==> src/rtl/ram_port_arbiter.sv <==
// Two-requester RAM port arbiter: locks the port to one requester for a whole command sequence.
// Defining ARB_TIMEOUT_EN adds a watchdog that force-releases a stalled owner after TIMEOUT cycles.
module ram_port_arbiter #(
  parameter int unsigned TIMEOUT = 15
) (
  input  logic       clk,
  input  logic       rst_n,
  input  logic       req0_valid,
  input  logic [9:0] req0_data,
  output logic       req0_ready,
  input  logic       req1_valid,
  input  logic [9:0] req1_data,
  output logic       req1_ready,
  output logic       resp0_valid,
  output logic [7:0] resp0_data,
  output logic       resp1_valid,
  output logic [7:0] resp1_data,
  output logic [9:0] ram_din,
  output logic       ram_rx_valid,
  input  logic [7:0] ram_dout,
  input  logic       ram_tx_valid,
  output logic       timeout_err
);

  typedef enum logic [1:0] {StIdle, StLock, StWaitRd} state_e;

  localparam logic [1:0] CmdWrData = 2'b01;
  localparam logic [1:0] CmdRdData = 2'b11;

  state_e     state_q, state_d;
  logic       owner_q, owner_d;
  logic       last_grant_q, last_grant_d;
  logic [9:0] ram_din_q, ram_din_d;
  logic       ram_rx_valid_q, ram_rx_valid_d;
  logic       resp0_valid_q, resp0_valid_d;
  logic       resp1_valid_q, resp1_valid_d;
  logic [7:0] resp0_data_q, resp0_data_d;
  logic [7:0] resp1_data_q, resp1_data_d;
  logic       timeout_err_q, timeout_err_d;

  logic       acc0, acc1, acc, acc_id;
  logic [9:0] acc_data;
  logic [1:0] acc_cmd;
  logic       tmo;

  // Grant selection; the two readies are mutually exclusive in every state.
  always_comb begin
    req0_ready = 1'b0;
    req1_ready = 1'b0;
    case (state_q)
      StIdle: begin
        req0_ready = req0_valid && (!req1_valid || last_grant_q);
        req1_ready = req1_valid && (!req0_valid || !last_grant_q);
      end
      StLock: begin
        req0_ready = !owner_q;
        req1_ready = owner_q;
      end
      default: ;
    endcase
  end

  assign acc0     = req0_valid && req0_ready;
  assign acc1     = req1_valid && req1_ready;
  assign acc      = acc0 || acc1;
  assign acc_id   = acc1;
  assign acc_data = acc1 ? req1_data : req0_data;
  assign acc_cmd  = acc_data[9:8];

`ifdef ARB_TIMEOUT_EN
  localparam int unsigned CntW = $clog2(TIMEOUT + 2);
  localparam logic [CntW-1:0] TimeoutVal = CntW'(TIMEOUT);

  logic [CntW-1:0] cnt_q, cnt_d, cnt_inc;

  // Held at zero in idle so that entry into LOCK/WAIT_RD starts a fresh count.
  always_comb begin
    cnt_inc = cnt_q + 1'b1;
    cnt_d   = '0;
    tmo     = 1'b0;
    if (state_q != StIdle && !acc) begin
      if (cnt_inc == TimeoutVal) begin
        tmo = 1'b1;
      end else begin
        cnt_d = cnt_inc;
      end
    end
  end

  always_ff @(posedge clk or negedge rst_n) begin
    if (!rst_n) begin
      cnt_q <= '0;
    end else begin
      cnt_q <= cnt_d;
    end
  end
`else
  logic unused_timeout;
  assign unused_timeout = ^TIMEOUT;
  assign tmo            = 1'b0;
`endif

  always_comb begin
    state_d        = state_q;
    owner_d        = owner_q;
    last_grant_d   = last_grant_q;
    ram_din_d      = ram_din_q;
    ram_rx_valid_d = 1'b0;
    resp0_valid_d  = 1'b0;
    resp1_valid_d  = 1'b0;
    resp0_data_d   = resp0_data_q;
    resp1_data_d   = resp1_data_q;
    timeout_err_d  = 1'b0;

    if (acc) begin
      ram_din_d      = acc_data;
      ram_rx_valid_d = 1'b1;
    end

    case (state_q)
      StIdle, StLock: begin
        if (acc) begin
          case (acc_cmd)
            CmdWrData: begin
              state_d      = StIdle;
              last_grant_d = acc_id;
            end
            CmdRdData: begin
              state_d = StWaitRd;
              owner_d = acc_id;
            end
            default: begin
              state_d = StLock;
              owner_d = acc_id;
            end
          endcase
        end else if (tmo) begin
          state_d       = StIdle;
          last_grant_d  = owner_q;
          timeout_err_d = 1'b1;
        end
      end
      StWaitRd: begin
        // Read data wins over a watchdog expiry in the same cycle.
        if (ram_tx_valid) begin
          state_d      = StIdle;
          last_grant_d = owner_q;
          if (owner_q) begin
            resp1_valid_d = 1'b1;
            resp1_data_d  = ram_dout;
          end else begin
            resp0_valid_d = 1'b1;
            resp0_data_d  = ram_dout;
          end
        end else if (tmo) begin
          state_d       = StIdle;
          last_grant_d  = owner_q;
          timeout_err_d = 1'b1;
        end
      end
      default: state_d = StIdle;
    endcase
  end

  always_ff @(posedge clk or negedge rst_n) begin
    if (!rst_n) begin
      state_q        <= StIdle;
      owner_q        <= 1'b0;
      last_grant_q   <= 1'b1;
      ram_din_q      <= '0;
      ram_rx_valid_q <= 1'b0;
      resp0_valid_q  <= 1'b0;
      resp1_valid_q  <= 1'b0;
      resp0_data_q   <= '0;
      resp1_data_q   <= '0;
      timeout_err_q  <= 1'b0;
    end else begin
      state_q        <= state_d;
      owner_q        <= owner_d;
      last_grant_q   <= last_grant_d;
      ram_din_q      <= ram_din_d;
      ram_rx_valid_q <= ram_rx_valid_d;
      resp0_valid_q  <= resp0_valid_d;
      resp1_valid_q  <= resp1_valid_d;
      resp0_data_q   <= resp0_data_d;
      resp1_data_q   <= resp1_data_d;
      timeout_err_q  <= timeout_err_d;
    end
  end

  assign ram_din      = ram_din_q;
  assign ram_rx_valid = ram_rx_valid_q;
  assign resp0_valid  = resp0_valid_q;
  assign resp1_valid  = resp1_valid_q;
  assign resp0_data   = resp0_data_q;
  assign resp1_data   = resp1_data_q;
  assign timeout_err  = timeout_err_q;

endmodule

==> config.mk <==
export PLATFORM = sky130hd
export DESIGN_NAME = ram_port_arbiter
export DESIGN_NICKNAME = d
export VERILOG_FILES = /design/src/rtl/ram_port_arbiter.sv
export SDC_FILE = /design/constraint.sdc
export NUM_CORES = 1
export LEC_CHECK = 0
export CAP_MARGIN = 30
export CELL_PAD_IN_SITES_DETAIL_PLACEMENT = 1
export CELL_PAD_IN_SITES_GLOBAL_PLACEMENT = 1
export CORE_ASPECT_RATIO = 1.4
export CORE_MARGIN = 2
export CORE_UTILIZATION = 32
export DETAILED_ROUTE_END_ITERATION = 6
export PLACE_DENSITY_LB_ADDON = 0.1
export SLEW_MARGIN = 20
export SYNTH_ARGS = -nofsm -noshare
export SYNTH_HDL_FRONTEND = slang
export SYNTH_SLANG_ARGS = --single-unit
==> constraint.sdc <==
create_clock -name clk -period 1.95 [get_ports clk]
set_clock_uncertainty 0.1 [all_clocks]
set_input_delay 0.2925 -clock clk [delete_from_list [all_inputs] [get_ports clk]]
set_output_delay 0.2925 -clock clk [all_outputs]
set_load 0.005 [all_outputs]
# Yosys cells after proc, flatten, opt, wreduce, memory -nomap -nowiden
# Index checks and enable logic that the tools add are counted.
# classes
n_mux	18
reduce_logical	19
n_bitwise	2
n_eq_ne	7
# ops
cell	n
$mux W1	10
$mux W10	1
$reduce_and A3 Y1	3
$pmux W2 S2	2
$pmux W1 S2	3
$eq A2 B1 Y1 const B	2
$eq A2 B2 Y1 const B	2
$logic_and A1 B1 Y1	4
$logic_not A1 Y1	4
$mux W2	2
$ne A2 B2 Y1 const B	2
$reduce_and A4 Y1	1
$logic_or A1 B1 Y1	3
$logic_not A2 Y1	1
$ne A2 B1 Y1 const B	1
$not A1 Y1	2
$reduce_and A2 Y1	1
$reduce_bool A2 Y1	1
$reduce_or A2 Y1	1
# totals
register_bits	33
word_cells	55
output_inout_bits	32

# Logic depth before layout (Yosys ltp)
# logic_depth
ltp_word	10
mapped_depth	6
depth_no_buf	5

# Worst setup path after synthesis
# No wires, ideal clock.
# synth_timing
kind	register -> register
start	register last_grant_q
end	register ram_din_q[4], in the netlist ram_din[4]
path_slack_ps	237
arrival_ps	1488
setup_ps	125
n_path_buf	1
path_stages_with_launch	6
cell_sequence	dfstp_2 -> nand3b_1 -> nand4_4 -> buf_6 -> mux2_4 -> mux2_4
# synth_via
elab_chain_cells	6
word_cells_on_any_way	11
cone_classes	mux: 3; reduce/logical: 8
# synth_rtl
item	line	rtl
start, declared	32	logic last_grant_q, last_grant_d;
start signal, assigned	180	last_grant_q <= last_grant_d;
$logic_not A1 Y1	53	req1_ready = req1_valid && (!req0_valid || !last_grant_q);
$logic_or A1 B1 Y1	53	
$logic_and A1 B1 Y1	53	
$pmux W1 S2	50	case (state_q)
$logic_and A1 B1 Y1	64	assign acc1 = req1_valid && req1_ready;
$mux W10 / $logic_or A1 B1 Y1 (equally long branches)	67, 65	
end signal, assigned	181	ram_din_q <= ram_din_d;
end, declared	33	logic [9:0] ram_din_q, ram_din_d;
# Several ways; a longest one is shown, not always the timed one.
# A chain may end at the register's enable or synchronous reset.

# Final worst setup path
# layout_timing
start	register last_grant_q
end	register ram_din_q[0], in the netlist ram_din[0]
# Same word-level chain as after synthesis.

==> results.yml <==
outcome:
  outcome: "completed"
global_route:
  grt_antenna_before_repair: 0
  grt_pass1_wl_um: 7250
  grt_overflow: 0
  grt_usage_pct: 16.8
  grt_pass1_vias: 1493
  grt_max_degree: 34
timing:
  finalHoldViolCount: 0
  rsz0062_at_grt: "false"
  fmax_mhz: 528
  drv_slew: 0
  tns_ps: 0
  min_period_ps: 1890
  setup_viol: 0
  fin_crit_sh_pct: 97.1
  setup_ws_ps: 56.5
logic_synthesis:
  synth_flop_cell: "dfrtp_1"
  seq_area_frac_synth_pct: 52.1
  syn_inst: 134
  post-synth-top-count-cell: "dfrtp_1"
  ys_seq_elements: 33
  ys_types: 38
  synth.area.top_cells: "dfrtp_1, mux2_2, nand2_1"
  synth_edf_count: 0
  yosys.area.top_type: "dfrtp_1"
  synthTopCellsByCount: "dfrtp_1, nand2_1, mux2_2"
  synthArstFlopShare_pct: 100
  syn_area_um2: 1590
  syn_nets: 167
  synth.avg_cell_area_um2: 11.8
  synthDominantCellAreaShare_pct: 50.5
  yosysWarnings: 0
setup_path:
  critPathLaunchType: "flip-flop"
  critical_path.max_fanout: 11
  cp_num_buf_inv: 1
  path_delay_family: "multiplexers"
  slowest_delay_ps: 550
  criticalPathCategory: "reg -> reg"
  crit_slowest_cell: "dfstp_2"
  required_ps: 2010
  end_kind: "flip-flop"
  critPathArrivalTime_ps: 1950
  crit_chain: "buf_4 > nand3b_1 > nand4_4 > mux2_2 > mux2_2"
  path_common_cell: "mux2_2"
cells_and_area:
  fin_util_pct: 51.9
  multiInputGateArea_um2: 689
  syn_to_final_growth_pct: 57.2
  fill_cells: 572
  ff_latch_area_um2: 827
  fin_nets: 246
  antennaDiodeCount: 0
  fin_area_um2: 2490
  drive_above_1_share_pct: 24.8
cts:
  hold_buffers: 0
  clk_pin_slew_worst_paths_ps: 70
  h-tree-depth: 2
  cts-root-buf: "clkbuf_8"
  cts_tree: "done"
  clockBufferDepth: 2
  cts-buffers-inserted: 5
  cts.sinks: 33
  worstSkewPairLatency_ps: 280
floorplanning:
  ios: 65
  die_h_um: 87.3
  rows: 30
  core_area_um2: 4800
  dieArea_um2: 5550
  start_util_pct: 33.0
  die_x_um: 63.5
placed_design:
  place_worst_setup_slack_ps: -265
  io_buffers: 63
  placed_area_um2: 2370
  gp_congestion: 0.823
  dp_hpwl_um: 3320
power_and_ir_drop:
  peakVddDrop_mv: 0.631
  cellLeakagePower_nw: 1.13
  p_per_area_nw_per_um2: 1440
  finalPower_mw: 3.59
route:
  totalWireLength_um: 4310
  drc_errors: 0
  ant_nets: 0
  drt-wirelength-per-cell_um: 15.5
  dr.pass1.iters: 2
  avgViaCountPerCell: 4.67
  vias: 1298
  drt_iter0_drc: 30
hold_path:
  holdCritPathClass: "in -> async"
job:
  maxCapViolations: 0
final cells by class:
type	instances	area share [%]
Clock buffer	6	3.31
Inverter	9	1.35
Multi-Input combinational cell	87	27.6
Tap cell	64	3.21
Timing Repair Buffer	77	29.8
Clock inverter	2	1.51
Sequential cell	33	33.2
worst reg2reg max path: stages, from the launching register on:
cell and delay (ps):
dfstp_2 550, buf_4 130, nand3b_1 130, nand4_4 230
mux2_2 370, mux2_2 260
state kept, by name, summed over array words and instances (netlist names):
register	flops
resp0_data	8
resp1_valid	1
ram_rx_valid	1
owner_q	1
last_grant_q	1
resp0_valid	1
ram_din	10
state_q	2
resp1_data	8
metal layers:
layer	GRT usage, %	part of all wire [%]	vias up
met5	0	0	-
met4	3.56	0.46	0
met3	4.14	4.3	2
met2	33.9	59	31
met1	17.1	36	651
li1	-	-	614
stage by stage:
stage,hold slack [ps],std cells
floorplan,-103,134
global placement,360,269
detailed placement,373,269
CTS,346,278
global route,383,278
finish,329,278
report_power, final:
group / switching, mW / internal, mW / leakage (nW)
logic: 0.623 / 1.10 / 0.667
registers: 0.194 / 1.01 / 0.406
clock network: 0.248 / 0.415 / 0.0574
total: 1.06 / 2.53 / 1.13
worst paths after layout:
kind,cells past startpoint,slack (ps),startpoint,to
setup / recovery,5,60,last_grant_q,ram_din[0]
hold / removal,2,330,rst_n,ram_din[2]
setup reg to reg,5,60,last_grant_q,ram_din[0]
hold reg to reg,2,390,resp1_data[2],resp1_data[2]
max in group asynchronous,2,1090,rst_n,last_grant_q
min in group clk,2,390,resp1_data[2],resp1_data[2]
cell families (layout without fill, tap and decap cells):
family                 count (synthesis)  in the layout  synth area share (%)
AOI/OAI and AO/OA                     15             15                  7.26
buffers and inverters                 14             94                  4.65
DFF                                   33             33                  52.1
muxes                                 28             28                  21.1
other                                  1              1                 0.236
and+or+nand+nor                       43             43                  14.6
cells in the final DEF (no fill, tap or decap), types with 3 or more instances in the layout:
master	count
mux2_2	18
a21oi_1	3
buf_4	13
inv_1	7
clkdlybuf4s50_1	59
dlygate4sd2_1	4
mux2_4	7
dfrtp_1	32
clkbuf_8	6
nand2_1	28
repair_timing:
action,in CTS,in global routing
endpoints found under the setup margin,2,1
setup buffers,1,0
pin swaps,0,1
resized for setup,4,1
(Power assumes the default switching activity.)
